### src/rtl/ext_pkg.sv
// rtl/ext_pkg.sv - extension op codes shared by the ext stage and its core
package ext_pkg;

  localparam int OP_W = 3;

  typedef enum logic [OP_W-1:0] {
    EXT_UE  = 3'b000,
    EXT_SE  = 3'b001,
    EXT_HE  = 3'b010,
    EXT_LBU = 3'b011,
    EXT_LB  = 3'b100,
    EXT_LHU = 3'b101,
    EXT_LH  = 3'b110,
    EXT_RSV = 3'b111
  } ext_op_e;

endpackage

### src/rtl/ext_core.sv
// rtl/ext_core.sv - combinational immediate / load-lane extension
module ext_core
  import ext_pkg::*;
#(
  parameter int IMM_W = 16,
  parameter int DATA_W = 32,
  localparam int OFF_W = $clog2(DATA_W / 8)
) (
  input  logic [OP_W-1:0]   op,
  input  logic [IMM_W-1:0]  imm,
  input  logic [DATA_W-1:0] data,
  input  logic [OFF_W-1:0]  off,
  output logic [DATA_W-1:0] ext_data,
  output logic              ext_err
);

  logic [7:0]  lane_b;
  logic [15:0] lane_h;

  // Lane muxes use constant slices only; the halfword lane ignores off[0].
  always_comb begin
    lane_b = '0;
    lane_h = '0;
    for (int i = 0; i < DATA_W / 8; i++) begin
      if (off == OFF_W'(i)) lane_b = data[8*i +: 8];
    end
    for (int i = 0; i < DATA_W / 16; i++) begin
      if ((off >> 1) == OFF_W'(i)) lane_h = data[16*i +: 16];
    end
  end

  always_comb begin
    ext_data = '0;
    ext_err  = 1'b0;
    case (ext_op_e'(op))
      EXT_UE:  ext_data = {{(DATA_W-IMM_W){1'b0}}, imm};
      EXT_SE:  ext_data = {{(DATA_W-IMM_W){imm[IMM_W-1]}}, imm};
      EXT_HE:  ext_data = {imm, {(DATA_W-IMM_W){1'b0}}};
      EXT_LBU: ext_data = {{(DATA_W-8){1'b0}}, lane_b};
      EXT_LB:  ext_data = {{(DATA_W-8){lane_b[7]}}, lane_b};
      EXT_LHU: begin
        if (off[0]) ext_err = 1'b1;
        else        ext_data = {{(DATA_W-16){1'b0}}, lane_h};
      end
      EXT_LH: begin
        if (off[0]) ext_err = 1'b1;
        else        ext_data = {{(DATA_W-16){lane_h[15]}}, lane_h};
      end
      default: ext_err = 1'b1;
    endcase
  end

endmodule

### src/rtl/ext_stage.sv
// rtl/ext_stage.sv - one-cycle extension stage with skid buffer and error counter
module ext_stage
  import ext_pkg::*;
#(
  parameter int IMM_W = 16,
  parameter int DATA_W = 32,
  parameter int CNT_W = 16,
  localparam int OFF_W = $clog2(DATA_W / 8)
) (
  input  logic              clk,
  input  logic              reset,
  input  logic              flush,
  input  logic              in_valid,
  output logic              in_ready,
  input  logic [OP_W-1:0]   in_op,
  input  logic [IMM_W-1:0]  in_imm,
  input  logic [DATA_W-1:0] in_data,
  input  logic [OFF_W-1:0]  in_off,
  output logic              out_valid,
  input  logic              out_ready,
  output logic [DATA_W-1:0] out_data,
  output logic              out_err,
  output logic [CNT_W-1:0]  err_cnt
);

  logic [DATA_W-1:0] core_data;
  logic              core_err;
  logic              skid_valid;
  logic [DATA_W-1:0] skid_data;
  logic              skid_err;
  logic              accept;
  logic              deliver;

  ext_core #(.IMM_W(IMM_W), .DATA_W(DATA_W)) u_core (
    .op       (in_op),
    .imm      (in_imm),
    .data     (in_data),
    .off      (in_off),
    .ext_data (core_data),
    .ext_err  (core_err)
  );

  // in_ready comes straight from a flop so out_ready never reaches it.
  assign in_ready = !skid_valid;
  assign accept   = in_valid && in_ready;
  assign deliver  = out_valid && out_ready;

  always_ff @(posedge clk) begin
    if (reset) begin
      out_valid  <= 1'b0;
      out_data   <= '0;
      out_err    <= 1'b0;
      skid_valid <= 1'b0;
      skid_data  <= '0;
      skid_err   <= 1'b0;
      err_cnt    <= '0;
    end else begin
      if (deliver && out_err && (err_cnt != {CNT_W{1'b1}}))
        err_cnt <= err_cnt + 1'b1;
      if (flush) begin
        out_valid  <= 1'b0;
        skid_valid <= 1'b0;
      end else if (!out_valid || out_ready) begin
        // A full skid blocks acceptance, so it is drained before new beats.
        if (skid_valid) begin
          out_data   <= skid_data;
          out_err    <= skid_err;
          skid_valid <= 1'b0;
        end else if (accept) begin
          out_valid <= 1'b1;
          out_data  <= core_data;
          out_err   <= core_err;
        end else begin
          out_valid <= 1'b0;
        end
      end else if (accept) begin
        skid_valid <= 1'b1;
        skid_data  <= core_data;
        skid_err   <= core_err;
      end
    end
  end

endmodule

### config.mk
export PLATFORM = sky130hd
export DESIGN_NAME = ext_stage
export DESIGN_NICKNAME = d
export VERILOG_FILES = /design/src/rtl/ext_pkg.sv /design/src/rtl/ext_core.sv /design/src/rtl/ext_stage.sv
export SDC_FILE = /design/constraint.sdc
export NUM_CORES = 1
export LEC_CHECK = 0
export ABC_AREA = 0
export CORE_ASPECT_RATIO = 2
export CORE_MARGIN = 2
export CORE_UTILIZATION = 55
export CTS_BUF_LIST = sky130_fd_sc_hd__clkbuf_8
export DETAILED_ROUTE_END_ITERATION = 12
export MAX_ROUTING_LAYER = met4
export PLACE_DENSITY = 0.95
export SLEW_MARGIN = 20
export SYNTH_ARGS = -nofsm -noshare
export SYNTH_HDL_FRONTEND = slang
export SYNTH_SLANG_ARGS = --single-unit
export TNS_END_PERCENT = 10
### constraint.sdc
create_clock -name clk -period 6.4 [get_ports clk]
set_clock_uncertainty 0.05 [all_clocks]
set_input_delay 1.28 -clock clk [delete_from_list [all_inputs] [get_ports clk]]
set_output_delay 1.28 -clock clk [all_outputs]
set_load 0.05 [all_outputs]
======== Word level (Yosys, flattened, before mapping) ========
Index checks and enable logic that the tools add are counted.
word-level totals
  register bits ........................... 84
  output and inout port bits .............. 51
  logic and storage cells ................. 55
cells by class
  bitwise operators ....................... 3
  reductions and logical operators ........ 18
  add/sub/neg operators ................... 1
  mux-type cells .......................... 16
  eq/ne operators ......................... 10
operator list
  cell                     number
  $pmux W32 S7             1
  $mux W32                 3
  $mux W16                 3
  $mux W8                  4
  $add A16 B1 Y16 const B  1
  $ne A16 B16 Y1 const B   1
  $eq A3 B3 Y1 const B     3
  $eq A3 B2 Y1 const B     2
  $reduce_and A3 Y1        2
  $reduce_or A5 Y1         1
  $eq A2 B2 Y1 const B     2
  $logic_and A1 B1 Y1      4
  $logic_not A2 Y1         2
  $mux W1                  4
  $reduce_or A2 Y1         2
  $eq A3 B1 Y1 const B     1
  $logic_not A3 Y1         1
  $not A1 Y1               3
  $reduce_or A3 Y1         1
  $eq A2 B1 Y1 const B     1
  $logic_not A1 Y1         2
  $pmux W1 S2              1
  $reduce_and A2 Y1        1
  $reduce_bool A2 Y1       1
  $logic_or A1 B1 Y1       1

======== Longest topological paths before layout ========
  depth after elaboration ................. 8
  gate-level depth with buffers ........... 7

======== Modules after synthesis ========
Synthesis repeated with hierarchy kept, for this count alone.
unflattened totals
  cell total of the unflattened synthesis .. 530
  area total of the unflattened synthesis .. 4,468.0 µm²
by module, submodules not included
  module     area an instance (µm²)  cells an instance  times used
  ext_stage  3,499.6                 408                1
  ext_core   968.4                   122                1

======== Worst setup path before layout ========
No wires, ideal clock.
  path kind ............................... input to register
  from .................................... input port in_off[1]
  to ...................................... register skid_data[5]
  path buffers ............................ 2
  library setup time ...................... 0.138 ns
  cell stages on the path ................. 5
  path slack .............................. 3.473 ns
  data arrival time ....................... 2.740 ns
  cell sequence ........................... buf_2 -> buf_2 -> mux4_2 -> a222oi_1 -> a211oi_1
on the way
  cells in the longest elaborated chain, start to end .. 6
  elaborated cells on any way between the ends .. 14
ends and longest elaborated chain
  what                  RTL line         RTL
  start, declared       ext_stage.sv:18  input logic [OFF_W-1:0] in_off,
  $logic_not A2 Y1      ext_core.sv:25   if (off == OFF_W'(i)) lane_b = data[8*i +: 8];
  $mux W8 (4 in a row)  ext_core.sv:25
  $pmux W32 S7 *        ext_core.sv:35   case (ext_op_e'(op))
  end signal, assigned  ext_stage.sv:78  skid_data <= core_data;
  end, declared         ext_stage.sv:29  logic [DATA_W-1:0] skid_data;
Mark *: on every way between the ends. The rest lies on a longest branch, timed or not.
A chain may end at the register's enable or synchronous reset.

======== Worst setup path in the final report ========
  from .................................... input port flush
  to ...................................... register out_data[2]
on the way
  cells in the longest elaborated chain, start to end .. 2
ends and longest elaborated chain
  what                                RTL line         RTL
  start, declared                     ext_stage.sv:12  input logic flush,
  $not A1 Y1 (no source line)         -
  $reduce_and A3 Y1 (no source line)  -
  end signal, assigned                ext_stage.sv:66  out_data <= skid_data;
  end signal, assigned                ext_stage.sv:71  out_data <= core_data;
  end, declared                       ext_stage.sv:21  output logic [DATA_W-1:0] out_data,
Every way passes these cells.

==> results.cfg <==
[cells_and_area]
syn2layout_area_growth_pct = 27.8
seq_area_um2 = 1680
diodes = 0
nets = 630
layout-drive-gt1-share_pct = 9.90
fillers = 597
fin_cells = 672
multiInputGateArea_um2 = 2510
finalInstanceArea_um2 = 5660

[flow_run]
maxCapViolCount = 0

[worst_setup_path]
crit_slowest_cell = or3_2
cp-startpoint = flush
slowest_delay_ps = 1010
arrival_ps = 4380
timing.critical_path.buf_inv = 1
worstSetupEndpointType = register
critPathKind = primary input to register
crit_path_start_kind = primary input
cp_data_required_time_ps = 6630
cp_max_fo = 34
critPathTopFamily = simple AND/OR/NAND/NOR gates
rr_startpoint = out_valid$_SDFFE_PP0P_
worstPathCellList = clkdlybuf4s50_1 > or3_2 > or3_1 > o211ai_1

[sta]
fin_setup_tns_ps = 0
slew_violations = 0
min_period_over_period_pct = 64.8
final-setup-viol-count = 0
max_freq_ghz = 0.241
rsz0062_at_grt = false
maxSlewHeadroom_pct = 27.2
hold_slack_ps = 422
setup_slack_ps = 2250
finalHoldViolations = 0
fin_crit_ps = 4150
tightest_slew_ps = 1090

[die]
rows = 46
initial_core_util_pct = 56.2
core_um2 = 7890
dieArea_um2 = 8840
die_width_um = 67.5
die_h_um = 131
design.portCount = 109

[power_and_ir_drop]
pwr-share-seq_pct = 48.9
ir_drop_uv = 157
p_clk_share_pct = 31.9
switching_power_uw = 313
swShare_pct = 28.2
p_leak_nw = 1.92
internal_power_uw = 798
power_per_cell_area_nw_per_um2 = 196
pwr-share-comb_pct = 19.2

[place]
dp_hpwl_um = 9670
preCtsSetupSlack_ps = 1760
place.gp.congestion = 1.01
io_buffers = 108
dp_cells = 656
placed_cell_area_um2 = 5480

[global_routing]
grt_use_total_pct = 32.1
antenna_found_initial = 0
grt_pass1_vias = 4197
grt_max_degree = 98
grt_pass1_wl_um = 20600
grt_overflow = 0

[clock_network]
cts_resized = 0
postCtsSetupBuffers = 0
htreeDepth = 3
insertion_delay_ps = 360
cts-root-buf = clkbuf_8
clock-sinks = 84
cts-hold-fix-buffers = 0
cts_buffers = 9
cts_tree = yes
cts.path.max_buffers = 2
clkTransAtPathRegs_ps = 80

[detailed_routing]
drc = 0
antenna_left = 0
vias = 4482
dr.pass1.iters = 7
viasPerCell = 6.67
drtIter0Drc = 373
wl_um = 13300
wl_per_cell_um = 19.8

[logic_synthesis]
syn_nets = 552
yosysUniqueCellTypes = 55
yosysWarningCount = 0
synth_edf_count = 0
synth-seq-cells = 84
ys_seq_area_share_pct = 37.9
synth.area.top_cells = dfxtp_1 (38%), a211oi_1 (6.1%), a21oi_1 (5.0%), mux2_2 (4.8%), mux4_2 (4.1%)
synth_cells = 493
synth_top_flop_cell = dfxtp_1
syn_area_per_cell_um2 = 8.99
async_reset_ff_share_pct = 0
yosysTopAreaCellShare_pct = 37.9
yosysTopAreaCell = dfxtp_1
netlist_area_um2 = 4430

[status]
status = finished clean

[hold_path]
worstHoldPathType = register to register
worstHoldStart = out_data[10]$_SDFFE_PP0P_
[layer usage]
layer  global-route usage (%)  vias to the layer above  wire (um)
met1                     33.2                     2121       4560
met3                     6.93                       65        877
met5                        -                        -          0
met2                     54.2                      239       7000
li1                         -                     2057          -
met4                     19.3                        0        856
[cells in the mapped netlist, types with 8 or more instances]
cell,number
buf_2,12
nor2_1,44
dfxtp_1,84
nand2_1,15
o21ai_0,12
nor4b_1,16
clkbuf_1,29
mux4_2,8
a21oi_1,44
a211oi_1,36
a21o_1,16
mux2_2,19
nand2b_1,8
inv_1,10
o22ai_1,19
[worst reg2reg max path, delay by kind of cell (launching register included)]
kind                   cells  cell delay, ps
AND/OR/NAND/NOR            3            1790
AO/OA/AOI/OAI              1             340
buffers and inverters      1             220
flip-flops                 1             360
[through the flow]
| step | utilization (%) | total power, mW |
|---|---|---|
| floorplan | - | 0.679 |
| global placement | 69.5 | 0.756 |
| detailed placement | 69.5 | 0.763 |
| CTS | 71.7 | 1.11 |
| global route | 71.8 | 1.15 |
| finish | 71.8 | 1.11 |
[cells in the final DEF, fill, tap and decap left out, types with 9 or more instances in the layout]
cell	netlist	final
clkdlybuf4s50_1	0	107
a21oi_1	44	44
mux2_2	19	19
o21ai_0	12	12
nand2_1	15	15
clkbuf_8	0	9
nor4b_1	16	16
o22ai_1	19	19
inv_1	10	15
nor2_1	44	44
a21o_1	16	16
dfxtp_1	84	84
a211oi_1	36	36
[final cells by class]
cell class / instances / share of cell area [%]
Sequential cell: 84 / 29.7
Clock inverter: 7 / 0.950
Tap cell: 96 / 2.12
Multi-Input combinational cell: 350 / 44.4
Timing Repair Buffer: 115 / 19.9
Clock buffer: 9 / 2.19
Inverter: 11 / 0.729
[state kept, by name, summed over array words and instances, names as in the netlist]
signal	cells
out_data	32
skid_data	32
err_cnt	16
out_err	1
out_valid	1
skid_err	1
skid_valid	1
[logic make-up after synthesis]
group	Yosys count	synth area share, %
buffers and inverters	59	5.76
AND/OR/NAND/NOR	148	20.2
multiplexers	29	9.34
flip-flops	84	37.9
XOR/XNOR	1	0.198
AO/OA/AOI/OAI	171	26.2
adder cells (fa/ha/maj)	1	0.282
[final timing paths]
check | to | slack [ps] | cells after the start
max reg2reg | out_data[2]$_SDFFE_PP0P_ | 3560 | 5
min | out_data[10]$_SDFFE_PP0P_ | 420 | 2
max | out_data[2]$_SDFFE_PP0P_ | 2250 | 4
min reg2reg | out_data[10]$_SDFFE_PP0P_ | 420 | 2
[power by group through the flow]
stage	Combinational (mW)	Sequential (mW)	Clock [mW]
3_5_place_dp	0.208	0.555	0
3_3_place_gp	0.202	0.554	0
6_report	0.213	0.543	0.355
2_1_floorplan	0.0945	0.584	0
4_1_cts	0.209	0.542	0.357
5_1_grt	0.224	0.544	0.378
Power figures use the tool's default switching activity.
